`config.mk`:
```
export PLATFORM = sky130hd
export DESIGN_NAME = nibble_serial_adder_ctrl
export DESIGN_NICKNAME = d
export VERILOG_FILES = /design/src/rtl/arith_pkg.sv /design/src/rtl/ripple_carry_adder.sv /design/src/rtl/nibble_serial_adder_ctrl.sv
export SDC_FILE = /design/constraint.sdc
export NUM_CORES = 1
export LEC_CHECK = 0
export CAP_MARGIN = 20
export CORE_AREA = 2 2 71 89
export CTS_BUF_LIST = sky130_fd_sc_hd__clkbuf_16
export DETAILED_ROUTE_END_ITERATION = 10
export DIE_AREA = 0 0 73 91
export DONT_BUFFER_PORTS = 1
export PLACE_DENSITY = 0.69
export SLEW_MARGIN = 20
export SYNTH_ARGS = -nofsm -noshare
export SYNTH_HDL_FRONTEND = slang
export SYNTH_SLANG_ARGS = --single-unit
```
`constraint.sdc`:
```
create_clock -name clk -period 3.47 [get_ports clk]
set_input_delay 0.1735 -clock clk [delete_from_list [all_inputs] [get_ports clk]]
set_output_delay 0.1735 -clock clk [all_outputs]
set_load 0.02 [all_outputs]
```
`src/rtl/arith_pkg.sv`:
```
// Shared arithmetic definitions: FSM encoding and nibble slice width.
package arith_pkg;

  localparam logic [1:0] ST_IDLE = 2'd0;
  localparam logic [1:0] ST_RUN  = 2'd1;
  localparam logic [1:0] ST_DONE = 2'd2;

  localparam int NIB_W = 4;

  typedef enum logic [1:0] {
    S_IDLE = ST_IDLE,
    S_RUN  = ST_RUN,
    S_DONE = ST_DONE
  } state_e;

endpackage

```
`src/rtl/ripple_carry_adder.sv`:
```
// 4-bit ripple-carry adder slice shared by the nibble-serial controller.
module ripple_carry_adder
  import arith_pkg::*;
(
  input  logic [NIB_W-1:0] A,
  input  logic [NIB_W-1:0] B,
  input  logic             Cin,
  output logic [NIB_W-1:0] S,
  output logic             Cout
);

  // Ripple the carry through one full adder per bit.
  always_comb begin : ripple
    logic c;
    c = Cin;
    S = {NIB_W{1'b0}};
    for (int i = 0; i < NIB_W; i++) begin
      S[i] = A[i] ^ B[i] ^ c;
      c    = (A[i] & B[i]) | (c & (A[i] ^ B[i]));
    end
    Cout = c;
  end

endmodule

```
`src/rtl/nibble_serial_adder_ctrl.sv`:
```
// Nibble-serial add/subtract sequencer: one nibble per clock through a
// single 4-bit slice, LSB first, with the result published atomically.
module nibble_serial_adder_ctrl
  import arith_pkg::*;
#(
  parameter int NIBBLES = 4
) (
  input  logic                     clk,
  input  logic                     rst,
  input  logic                     start,
  input  logic                     sub,
  input  logic                     cin,
  input  logic [NIB_W*NIBBLES-1:0] a,
  input  logic [NIB_W*NIBBLES-1:0] b,
  output logic                     busy,
  output logic                     done,
  output logic [NIB_W*NIBBLES-1:0] sum,
  output logic                     cout,
  output logic                     ovf
);

  localparam int W     = NIB_W * NIBBLES;
  localparam int IDX_W = (NIBBLES > 1) ? $clog2(NIBBLES) : 1;
  localparam logic [IDX_W-1:0] LAST_IDX = IDX_W'(NIBBLES - 1);

  state_e           state_q, state_d;
  logic [W-1:0]     a_q, a_d;
  logic [W-1:0]     b_q, b_d;
  logic [W-1:0]     part_q, part_d;
  logic [IDX_W-1:0] idx_q, idx_d;
  logic             carry_q, carry_d;
  logic             busy_q, busy_d;
  logic             done_q, done_d;
  logic [W-1:0]     sum_q, sum_d;
  logic             cout_q, cout_d;
  logic             ovf_q, ovf_d;

  logic [NIB_W-1:0] a_nib_s, b_nib_s, s_nib_s;
  logic             c_out_s;
  logic [W-1:0]     part_next_s;

  // Select the operand nibbles addressed by the index and merge the
  // slice result into the partial word.
  always_comb begin
    a_nib_s     = {NIB_W{1'b0}};
    b_nib_s     = {NIB_W{1'b0}};
    part_next_s = part_q;
    for (int i = 0; i < NIBBLES; i++) begin
      if (idx_q == IDX_W'(i)) begin
        a_nib_s = a_q[i*NIB_W +: NIB_W];
        b_nib_s = b_q[i*NIB_W +: NIB_W];
        part_next_s[i*NIB_W +: NIB_W] = s_nib_s;
      end else begin
        part_next_s[i*NIB_W +: NIB_W] = part_q[i*NIB_W +: NIB_W];
      end
    end
  end

  ripple_carry_adder u_slice (
    .A    (a_nib_s),
    .B    (b_nib_s),
    .Cin  (carry_q),
    .S    (s_nib_s),
    .Cout (c_out_s)
  );

  // Next-state and datapath update for the IDLE/RUN/DONE sequencer.
  always_comb begin
    state_d = state_q;
    a_d     = a_q;
    b_d     = b_q;
    part_d  = part_q;
    idx_d   = idx_q;
    carry_d = carry_q;
    busy_d  = busy_q;
    done_d  = 1'b0;
    sum_d   = sum_q;
    cout_d  = cout_q;
    ovf_d   = ovf_q;
    case (state_q)
      S_IDLE: begin
        busy_d = 1'b0;
        if (start) begin
          // Subtract is A + ~B + 1, so invert B here and force the carry.
          a_d     = a;
          b_d     = sub ? ~b : b;
          carry_d = sub ? 1'b1 : cin;
          idx_d   = {IDX_W{1'b0}};
          state_d = S_RUN;
          busy_d  = 1'b1;
        end else begin
          state_d = S_IDLE;
        end
      end
      S_RUN: begin
        busy_d  = 1'b1;
        part_d  = part_next_s;
        carry_d = c_out_s;
        if (idx_q == LAST_IDX) begin
          state_d = S_DONE;
          done_d  = 1'b1;
          sum_d   = part_next_s;
          cout_d  = c_out_s;
          ovf_d   = (a_q[W-1] == b_q[W-1]) && (part_next_s[W-1] != a_q[W-1]);
        end else begin
          idx_d = idx_q + IDX_W'(1);
        end
      end
      S_DONE: begin
        state_d = S_IDLE;
        busy_d  = 1'b0;
      end
      default: begin
        state_d = S_IDLE;
        busy_d  = 1'b0;
      end
    endcase
  end

  // State and output registers with synchronous reset priority.
  always_ff @(posedge clk) begin
    if (rst) begin
      state_q <= S_IDLE;
      a_q     <= {W{1'b0}};
      b_q     <= {W{1'b0}};
      part_q  <= {W{1'b0}};
      idx_q   <= {IDX_W{1'b0}};
      carry_q <= 1'b0;
      busy_q  <= 1'b0;
      done_q  <= 1'b0;
      sum_q   <= {W{1'b0}};
      cout_q  <= 1'b0;
      ovf_q   <= 1'b0;
    end else begin
      state_q <= state_d;
      a_q     <= a_d;
      b_q     <= b_d;
      part_q  <= part_d;
      idx_q   <= idx_d;
      carry_q <= carry_d;
      busy_q  <= busy_d;
      done_q  <= done_d;
      sum_q   <= sum_d;
      cout_q  <= cout_d;
      ovf_q   <= ovf_d;
    end
  end

  assign busy = busy_q;
  assign done = done_q;
  assign sum  = sum_q;
  assign cout = cout_q;
  assign ovf  = ovf_q;

endmodule

```
==> impl_metrics.ini <==
[sta]
fmax_mhz = 305
setup-violations-final = 0
tns_ps = 0
hold_violations = 0
finalMaxSlewViolations = 0
clock_skew_ps = 6.97
timing.final.crit_share_pct = 94.6
period_needed_ps = 3280
worst_slew_pin_slew_ps = 853
max-slew-margin-rel_pct = 43.1

[global_routing]
antenna_found_initial = 0
grt_start_max_net_pins = 50
grt_pass1_vias = 2293
grt_usage_pct = 21.4
grt_pass1_wl_um = 11100
grt_overflow = 0

[synthesis]
avgSynthCellArea_um2 = 8.95
synth_ff_type = dfxtp_1
synthesis.area_um2 = 3150
synth.area.top_cells = dfxtp_1 44%, a21oi_1 6.7%, mux2i_1 6.7%
synth_cells = 352
yosys.cell_types.count = 32
synth_seq_area_share_pct = 44.5
synth_edf_count = 0
synth_most_common_cell = dfxtp_1
synthTopCellsByCount = 70 x dfxtp_1, 46 x nand2_1, 42 x a21oi_1
syn-num-nets = 397
synth_top_area_share_pct = 44.5
ys_warn_count = 0
ys_seq_elements = 70
async_flop_share_pct = 0
synth_top_area_cell = dfxtp_1

[min_path]
min_path_type = in2reg

[setup_path]
worst-setup-path-type = reg2reg
worstPathMaxFanout = 9
crit_arrival_ps = 3560
start_kind = register
cp-end-kind = register
cp_data_required_time_ps = 3740

[floorplan]
start_util_pct = 54.5
coreArea_um2 = 5780
rows = 31
die_width_um = 73
io_pins = 57
die_y_um = 91
dieArea_um2 = 6640

[clock_tree]
tritoncts = yes
cts_buffer_depth = 2
clkLatencyLatePin_ps = 330
cts_made_buffers = 9
cts_root_buf = clkbuf_16
cts.htree.levels = 3
clkTransAtPathRegs_ps = 60
clock-sinks = 70

[route]
first_iter_violations = 148
drc = 0
antenna_left = 0
dr_wl_met3_um = 339
top_layer = met4
via_count = 2452
avgViaCountPerCell = 5.70
met1_length_um = 3040
wl_um = 6730
wire_per_inst_um = 15.7
firstDrtPassIters = 4
wl_met2_um = 3230

[run_status]
outcome = complete, no violations

[place]
place.gp.congestion = 0.825
io_buffers = 0
dp_hpwl_um = 4460

[cells_and_area]
layout.nets = 404
fill_cells = 469
layout-area-overhead-vs-synth_pct = 15.7
final_core_util_pct = 63.1
antenna_cells = 0
final_layout_size_suffix_gt1_share_pct = 10.4

[pwr]
power.density_nw_per_um2 = 549
leakagePower_nw = 1.44
max-vdd-ir-drop_mv = 0.396

[flow_run]
drv_cap = 0
==> state kept, by name (all words and copies together), names as in the netlist <==
signal	flops
a_q	16
b_q	16
sum	16
part_q	13
idx_q	2
state_q	2
busy	1
carry_q	1
cout	1
done	1
ovf	1
==> power by group <==
group | switching, mW | internal (mW)
clock | 0.326 | 0.551
combinational | 0.141 | 0.113
sequential | 0.0276 | 0.842
==> layout by cell type (no fill, tap or decap), drive strengths merged <==
master	Yosys	layout
o21ai	10	10
dlygate4sd3	0	16
nor2b	1	1
clkbuf	11	9
or4b	1	1
mux2i	21	21
fa	4	4
ha	4	4
nand2b	1	1
o2bb2ai	10	10
xor2	4	4
a22oi	2	2
a211oi	17	17
o21bai	1	1
inv	15	16
buf	20	11
a22o	15	15
nor3	3	3
nor3b	2	2
nand3b	4	4
nor2	29	29
nand2	46	46
or3b	1	1
dfxtp	70	70
bufinv	0	1
clkinv	0	5
and2	2	2
xnor2	12	12
a21oi	42	42
or2	4	4
==> cells by family after synthesis <==
kind of cell	count (synthesis)	share of synthesized area, %
DFF	70	44.5
and+or+nand+nor	94	13.2
adders and majority gates	8	4.13
xor gates and xnor gates	16	4.45
muxes	21	6.67
buffers and inverters	46	6.47
AOI/OAI and AO/OA	97	20.6
==> metal layers <==
metal  vias to the layer above  GRT usage (%)
li1                       1221              -
met1                      1147           27.2
met2                        71           33.3
met3                        13           5.33
met4                         0           10.5
met5                         -              0
==> stage by stage <==
stage / instance area, um^2 / power, mW / std cells / setup slack, ps / hold WS (ps)
finish: 3640 / 2.00 / 430 / 186 / 14.3
detailed placement: 3170 / 1.11 / 397 / 113 / 252
CTS: 3640 / 2.02 / 430 / 92.4 / 5.02
global route: 3640 / 2.09 / 430 / -4.22 / 33.3
global placement: 3170 / 1.11 / 397 / 222 / 249
floorplan: 3150 / 1.07 / 352 / 51.9 / 309
==> worst paths after layout <==
path / startpoint / endpoint / slack (ps) / cells after the start
max: idx_q[1]$_SDFFE_PP0P_ / ovf$_SDFFE_PP0P_ / 190 / 13
min: start / busy$_SDFF_PP0_ / 10 / 2
max reg2reg: idx_q[1]$_SDFFE_PP0P_ / ovf$_SDFFE_PP0P_ / 190 / 13
min reg2reg: part_q[4]$_SDFFE_PP0P_ / part_q[4]$_SDFFE_PP0P_ / 460 / 2
==> area by class of cell <==
class	instances	area, um^2	share of cell area [%]
clock buffers	9	225	6.18
clock inverters	7	66.3	1.82
inverters	15	56.3	1.54
multi-input cells	236	1560	42.7
flip-flops and latches	70	1400	38.5
well taps	66	82.6	2.27
repair buffers	27	255	7.00
==> worst max-delay path: stages, from the launching register on <==
cell and delay, ps:
dfxtp_1 400, inv_1 90, ha_1 310, nand2_1 110, o21ai_0 80, a22oi_1 200
fa_1 210, inv_1 50, fa_1 380, fa_1 390, fa_1 470, mux2i_1 180
mux2i_1 230, a22o_1 140
==> timing repair <==
action | in CTS | in global routing
hold endpoints to repair | 49 | 0
gates resized for setup | 0 | 3
endpoints found under the setup margin | 0 | 8
hold buffers | 17 | 0
setup buffers | 0 | 0
No activity file was read; power rests on OpenSTA's default activity.
